==> config.mk <==
export PLATFORM = sky130hd
export DESIGN_NAME = reg_register_int_ctrl
export DESIGN_NICKNAME = d
export VERILOG_FILES = /design/src/rtl/reg_register_int_ctrl.sv
export SDC_FILE = /design/constraint.sdc
export NUM_CORES = 1
export LEC_CHECK = 0
export ABC_AREA = 1
export BUFFER_PORTS_ARGS = -buffer_cell sky130_fd_sc_hd__buf_2
export CAP_MARGIN = 20
export CORE_MARGIN = 2
export CORE_UTILIZATION = 37
export CTS_BUF_LIST = sky130_fd_sc_hd__clkbuf_16
export CTS_CLUSTER_DIAMETER = 150
export DETAILED_ROUTE_END_ITERATION = 16
export PLACE_DENSITY_LB_ADDON = 0.1
export SLEW_MARGIN = 5
export SYNTH_ARGS = -nofsm -noshare
export SYNTH_HDL_FRONTEND = slang
export SYNTH_SLANG_ARGS = --single-unit
==> constraint.sdc <==
create_clock -name clk -period 1 [get_ports clk]
set_input_delay 0.15 -clock clk [delete_from_list [all_inputs] [get_ports clk]]
set_output_delay 0.15 -clock clk [all_outputs]
set_load 0.02 [all_outputs]
==> src/rtl/reg_register_int_ctrl.sv <==
// ---------------------------------------------------------------------------
// reg_register_int_ctrl
//
// Interrupt controller register bank with three registers and INT_NUM
// channels:
//   ENABLE (addr 0, RW)  : masks which STATUS bits drive int_out
//   STATUS (addr 1, W1C) : sticky per-channel event flags
//   RAW    (addr 2, RO)  : source levels as sampled on the previous edge
//   addr 3               : reserved, reads 0, writes ignored
// Each channel detects either rising edges or levels, chosen by INT_EDGE.
//
// Ports:
//   clk, rst        clock and asynchronous active-high reset
//   int_src         raw interrupt sources, already synchronous to clk
//   reg_wr_sel      register access select
//   reg_wr_rd       access direction (1 = write, 0 = read)
//   reg_addr        register address
//   reg_wr_data     write data
//   reg_rd_out      registered read data, held between reads
//   reg_rd_vld      one-cycle pulse marking reg_rd_out as fresh
//   reg_wr_ack      one-cycle pulse one cycle after any write access
//   int_enable_out  current ENABLE contents
//   int_status_out  current STATUS contents
//   int_out         registered OR of (STATUS & ENABLE)
//
// Handshake: an access is taken on every edge where reg_wr_sel is high;
// there is no ready/backpressure, so the requester may issue one access per
// cycle. A read answers with reg_rd_vld high for exactly the cycle after the
// access edge; a write answers with reg_wr_ack in that same cycle.
// ---------------------------------------------------------------------------
module reg_register_int_ctrl #(
   parameter int                 REG_WIDTH      = 32,
   parameter int                 INT_NUM        = 8,
   parameter logic [INT_NUM-1:0] INT_EDGE       = {INT_NUM{1'b1}},
   parameter logic [INT_NUM-1:0] ENABLE_DEFAULT = {INT_NUM{1'b0}}
) (
   input  logic                 clk,
   input  logic                 rst,
   input  logic [INT_NUM-1:0]   int_src,
   input  logic                 reg_wr_sel,
   input  logic                 reg_wr_rd,
   input  logic [1:0]           reg_addr,
   input  logic [REG_WIDTH-1:0] reg_wr_data,
   output logic [REG_WIDTH-1:0] reg_rd_out,
   output logic                 reg_rd_vld,
   output logic                 reg_wr_ack,
   output logic [INT_NUM-1:0]   int_enable_out,
   output logic [INT_NUM-1:0]   int_status_out,
   output logic                 int_out
);

   localparam logic [1:0] ADDR_ENABLE = 2'd0;
   localparam logic [1:0] ADDR_STATUS = 2'd1;
   localparam logic [1:0] ADDR_RAW    = 2'd2;

   logic                 wr_acc;
   logic                 rd_acc;
   logic [INT_NUM-1:0]   src_q;
   logic [INT_NUM-1:0]   enable_q;
   logic [INT_NUM-1:0]   status_q;
   logic [INT_NUM-1:0]   event_vec;
   logic [INT_NUM-1:0]   clr_mask;
   logic [INT_NUM-1:0]   status_nxt;
   logic [REG_WIDTH-1:0] rd_word;
   logic [REG_WIDTH-1:0] rd_q;
   logic                 rd_vld_q;
   logic                 wr_ack_q;
   logic                 int_q;

   // Only the low INT_NUM bits of write data are ever stored.
   logic                 unused_wr_data;
   assign unused_wr_data = ^reg_wr_data;

   assign wr_acc = reg_wr_sel &  reg_wr_rd;
   assign rd_acc = reg_wr_sel & ~reg_wr_rd;

   // Per-channel event: rising edge for edge channels, plain level otherwise.
   assign event_vec = (INT_EDGE & int_src & ~src_q) | (~INT_EDGE & int_src);

   always_comb begin
      clr_mask = '0;
      if (wr_acc && (reg_addr == ADDR_STATUS)) begin
         clr_mask = reg_wr_data[INT_NUM-1:0];
      end
   end

   // OR-ing the event after the clear lets a same-cycle set win.
   assign status_nxt = (status_q & ~clr_mask) | event_vec;

   // Read mux uses the current (pre-update) register contents; unused upper
   // bits stay zero.
   always_comb begin
      rd_word = '0;
      case (reg_addr)
         ADDR_ENABLE: rd_word[INT_NUM-1:0] = enable_q;
         ADDR_STATUS: rd_word[INT_NUM-1:0] = status_q;
         ADDR_RAW:    rd_word[INT_NUM-1:0] = src_q;
         default:     rd_word = '0;
      endcase
   end

   always_ff @(posedge clk or posedge rst) begin
      if (rst) begin
         src_q    <= '0;
         enable_q <= ENABLE_DEFAULT;
         status_q <= '0;
         rd_q     <= '0;
         rd_vld_q <= 1'b0;
         wr_ack_q <= 1'b0;
         int_q    <= 1'b0;
      end else begin
         src_q    <= int_src;
         status_q <= status_nxt;
         rd_vld_q <= rd_acc;
         wr_ack_q <= wr_acc;
         int_q    <= |(status_q & enable_q);
         if (wr_acc && (reg_addr == ADDR_ENABLE)) begin
            enable_q <= reg_wr_data[INT_NUM-1:0];
         end
         if (rd_acc) begin
            rd_q <= rd_word;
         end
      end
   end

   assign reg_rd_out     = rd_q;
   assign reg_rd_vld     = rd_vld_q;
   assign reg_wr_ack     = wr_ack_q;
   assign int_enable_out = enable_q;
   assign int_status_out = status_q;
   assign int_out        = int_q;

endmodule

==> results of run 1 <==
-- layout make-up --
type,count,area [um2],area share [%]
sequential,35,876,36.7
multi-input combinational,155,679,28.4
timing repair buffer,83,579,24.3
clock buffer,5,125,5.24
tap,52,65.1,2.72
inverter,14,52.6,2.20
clock inverter,3,11.3,0.471
-- cell usage after synthesis --
cell / number / share of area [%]
nand2_1: 92 / 20
dfrtp_1: 35 / 51
nand3_1: 33 / 9.6
buf_4: 25 / 11
inv_1: 11 / 2.4
inv_2: 3 / 0.65
nor2_8: 2 / 2.3
a21oi_1: 1 / 0.29
buf_6: 1 / 0.65
clkbuf_8: 1 / 0.80
conb_1: 1 / 0.22
nand2_4: 1 / 0.65
nor2_1: 1 / 0.22
nor2_2: 1 / 0.36
-- path summary, 6_finish.rpt --
kind | start | end | slack [ns] | depth (start not counted)
worst max-delay path | int_status_out[7] | int_status_out[7] | 0.008 | 1
worst min-delay path | reg_wr_data[1] | int_enable_out[1] | 0.12 | 3
worst max register to register | int_enable_out[5] | int_out | 0.03 | 3
worst min register to register | reg_rd_out[3] | reg_rd_out[3] | 0.47 | 2
max in group asynchronous | rst | int_status_out[3] | 0.35 | 4
min in group asynchronous | rst | int_status_out[5] | 0.47 | 4
-- cell families after synthesis --
logic type	synth area share, %
flops	50.9
other cells	0.218
compound gates	0.290
buf+inv	15.4
simple gates	33.2
-- registers in the layout (all words and copies together), names as in the netlist --
signal,flops
int_enable_out,8
int_status_out,8
reg_rd_out,8
src_q,8
int_out,1
reg_rd_vld,1
reg_wr_ack,1
-- metal layers --
layer / vias to the layer above / wire [um]
met4: 0 / 57
met1: 674 / 1940
li1: 771 / -
met2: 61 / 1800
met3: 5 / 309
met5: - / 0
-- per-stage QoR --
step	util (%)	cells	hold WS [ns]	worst slack, ns
after floorplan	-	231	0.181	0.0741
after global placement	45.5	317	0.209	0.00967
after detailed placement	45.5	317	0.213	0.0129
after CTS	53.3	347	0.118	0.00117
after global routing	54.1	347	0.143	-0.0171
final	54.1	347	0.123	0.00765
-- power groups by stage --
stage	Combinational, mW	Clock [mW]	Sequential [mW]
global route	1.16	1.54	1.70
floorplan	0.444	0	1.88
CTS	1.03	1.47	1.67
global placement	0.851	0	1.72
detailed placement	0.861	0	1.72
finish	1.06	1.44	1.68
-- what timing repair did --
action                                  4_1_cts  5_1_grt
hold buffers                                  9        0
gates resized for setup                       6       10
pin swaps                                     0        1
endpoints found under the hold margin        43        0
setup buffers                                13        0
endpoints found under the setup margin       16        8
==> impl_metrics.yaml, run 1 <==
global_route:
  top_usage_layer: "met2"
  grt_pass1_wl_um: 6620
  met2_usage_pct: 24.7
  grt_pass1_vias: 1382
  met1_usage_pct: 24.5
  antenna_found_initial: 0
  grt_overflow: 0
  track_usage_pct: 17.0
  use_met3_pct: 3.89
  grt_max_degree: 36
synth:
  syn_area_per_cell_um2: 8.28
  ys_types: 14
  yosysWarnings: 0
  synth_area_mm2: 0.00172
  ys_seq_area_share_pct: 50.9
  ys_ff_latch: 35
  syn_inst: 208
floorplan:
  die-height_um: 72.2
  die_width_um: 72.2
  start_util_pct: 39.0
  fp.dieArea_mm2: 0.00522
  ioPinCount: 97
  num_rows: 24
  core-area_mm2: 0.00441
sta:
  setup_viol: 0
  drv_slew: 0
  fmax_mhz: 1010
  clock_skew_ns: 0.00257
  hold_viol_final: 0
  timing.final.crit_share_pct: 99.2
  rsz0062_at_grt: "true"
  tns_ns: 0
  period_needed_ns: 0.992
power:
  clockPowerShare_pct: 34.4
  p_per_area_mw_per_mm2: 1750
  leakagePower_nw: 1.37
  p_int_mw: 2.89
  p_seq_share_pct: 40.2
  p_sw_mw: 1.28
  switching_share_pct: 30.7
  ir_drop_mv: 1.01
  comb_power_share_pct: 25.3
  total_power_mw: 4.17
clock_network:
  clk_latency_ns: 0.27
  root_buffer: "clkbuf_16"
  cts_tree: "built"
  cts.htree.levels: 2
  clkTransAtPathRegs_ns: 0.05
  clockBufferDepth: 2
  numCtsBuffers: 5
  clkSinkCount: 35
critical_path:
  required_ns: 0.85
  crit_buf_inv: 1
  crit_type: "flip-flop to output pin"
  start_kind: "flip-flop"
  arrival_ns: 0.84
  crit_path_cell_trace: "buf_6"
  critPathTopFamily: "flip-flops"
  cpMaxStageDelayCell: "dfrtp_1"
  cp_slowest_stage_delay_ns: 0.42
  endpoint_kind: "output pin"
  cp_max_fo: 4
placement:
  gp_congestion: 0.738
  placed_area_mm2: 0.00201
  hpwl_um: 2850
  port_buffers: 48
routing:
  drcViolationCount: 0
  via_per_inst: 4.35
  first_pass_iters: 4
  ant_nets: 0
  vias: 1511
  initialDrtViolationCount: 90
  wl_per_cell_um: 11.8
  drt-total-wl_um: 4110
finish:
  synthToLayoutAreaGrowth_pct: 38.7
  layout.nets: 340
  fin_area_mm2: 0.00239
  antenna_cells_inserted: 0
  nFillCells: 432
  drive_above_1_share_pct: 30.2
  final_cell_mix: "nand2_1, buf_2, dfrtp_1"
  layout_commonest_cell: "nand2_1"
hold_path:
  worstHoldPathType: "input port to flip-flop"
flow_run:
  maxCapViolations: 0
run_status:
  status: "finished clean"
Power figures use the tool's default switching activity.
==> run 2: changes to the inputs <==
--- a/config.mk
+++ b/config.mk
@@ -7,13 +7,13 @@
 export LEC_CHECK = 0
 export ABC_AREA = 1
 export BUFFER_PORTS_ARGS = -buffer_cell sky130_fd_sc_hd__buf_2
-export CAP_MARGIN = 20
+export CAP_MARGIN = 0
 export CORE_MARGIN = 2
 export CORE_UTILIZATION = 37
 export CTS_BUF_LIST = sky130_fd_sc_hd__clkbuf_16
 export CTS_CLUSTER_DIAMETER = 150
 export DETAILED_ROUTE_END_ITERATION = 16
-export PLACE_DENSITY_LB_ADDON = 0.1
+export PLACE_DENSITY = 0.72
 export SLEW_MARGIN = 5
 export SYNTH_ARGS = -nofsm -noshare
 export SYNTH_HDL_FRONTEND = slang
==> impl_metrics.yaml, run 2 (same netlist as run 1, synthesis figures left out) <==
sta:
  tns_ns: 0
  clock_skew_ns: 0.00448
  hold_viol_final: 0
  period_needed_ns: 0.991
  rsz0062_at_grt: "true"
  timing.final.crit_share_pct: 99.1
  fmax_mhz: 1010
  setup_viol: 0
  drv_slew: 0
  setup_slack_ns: 0.00882
floorplan:
  start_util_pct: 39.0
  die-height_um: 72.2
  core-area_mm2: 0.00441
  die_width_um: 72.2
  ioPinCount: 97
  fp.dieArea_mm2: 0.00522
  num_rows: 24
critical_path:
  cp_max_fo: 4
  required_ns: 0.85
  crit_path_cell_trace: "buf_6"
  endpoint_kind: "output pin"
  arrival_ns: 0.84
  ff2ff_setup_slack_ns: 0.04
  r2r_start: "int_status_out[1]"
  r2r-end: "int_out"
  rr_worst_depth: 5
  crit_cells: 1
  critPathTopFamily: "flip-flops"
  cpMaxStageDelayCell: "dfrtp_1"
  crit_buf_inv: 1
  cp_slowest_stage_delay_ns: 0.42
  start_kind: "flip-flop"
  crit_type: "flip-flop to output pin"
global_route:
  antenna_found_initial: 0
  track_usage_pct: 16.7
  grt_max_degree: 36
  grt_pass1_wl_um: 6530
  grt_overflow: 0
  grt_pass1_vias: 1412
hold_path:
  min_to: "int_enable_out[0]"
  worstHoldStart: "reg_wr_data[0]"
  min_path_cells: 3
  worstHoldPathType: "input port to flip-flop"
finish:
  layout.nets: 340
  synthToLayoutAreaGrowth_pct: 39.5
  drive_above_1_share_pct: 29.8
  nFillCells: 415
  fin_area_mm2: 0.00240
  final_cell_mix: "nand2_1, buf_2, dfrtp_1"
  final_util_pct: 54.4
  antenna_cells_inserted: 0
  layout_commonest_cell: "nand2_1"
power:
  p_per_area_mw_per_mm2: 1750
  ir_drop_mv: 0.795
  leakagePower_nw: 1.37
  total_power_mw: 4.21
placement:
  gp_congestion: 0.724
  placed_area_mm2: 0.00200
  pre_cts_slack_ns: -0.00621
  hpwl_um: 2870
  port_buffers: 48
clock_network:
  cts.htree.levels: 2
  cts_tree: "built"
  clkTransAtPathRegs_ns: 0.05
  clockBufferDepth: 2
  root_buffer: "clkbuf_16"
  clkSinkCount: 35
  clk_latency_ns: 0.28
  numCtsBuffers: 5
run_status:
  status: "finished clean"
routing:
  drt-total-wl_um: 4170
  via_per_inst: 4.40
  ant_nets: 0
  drcViolationCount: 0
  vias: 1528
  initialDrtViolationCount: 96
  wl_per_cell_um: 12.0
  first_pass_iters: 4
flow_run:
  maxCapViolations: 0
run 2: cell type report:
cell class,count,area [um2],area share (%)
clock buffers,5,125,5.21
clock inverters,3,11.3,0.469
inverters,14,52.6,2.19
multi-input cells,155,674,28.1
flip-flops and latches,35,876,36.5
well taps,52,65.1,2.71
repair buffers,83,598,24.9
run 2: repair_timing:
item                                    4_1_cts  5_1_grt
hold buffers                                  9        0
gates resized for setup                       4       13
hold endpoints to repair                     43        0
cloned                                        0        0
setup buffers                                16        0
endpoints found under the setup margin       16        8
pin swaps                                     0        4
run 2: worst max path at each step:
stage / startpoint / endpoint / slack (ns)
2_1_floorplan: rst / int_enable_out[0] / 0.07
3_3_place_gp: reg_addr[0] / reg_rd_out[6] / 0.02
3_5_place_dp: reg_wr_rd / int_enable_out[7] / -0.006
4_1_cts: int_status_out[6] / int_status_out[6] / 0.008
5_1_grt: int_enable_out[3] / int_out / -0.02
6_report: int_status_out[7] / int_status_out[7] / 0.009
run 2: routing by layer:
metal  share of wire [%]  GRT usage (%)
met1                  44           23.0
met2                  46           24.8
met3                 8.5           5.00
met4                 1.5           6.29
met5                   0              0
run 2: metrics by stage:
stage | hold WS (ns) | cells
final | 0.122 | 347
after floorplan | 0.181 | 231
after global routing | 0.144 | 347
after CTS | 0.118 | 347
after global placement | 0.203 | 314
after detailed placement | 0.210 | 314
run 2: where the power goes:
group	internal [mW]	switching, mW
logic	0.457	0.653
clock network	0.894	0.534
registers	1.58	0.0999
total	2.93	1.29
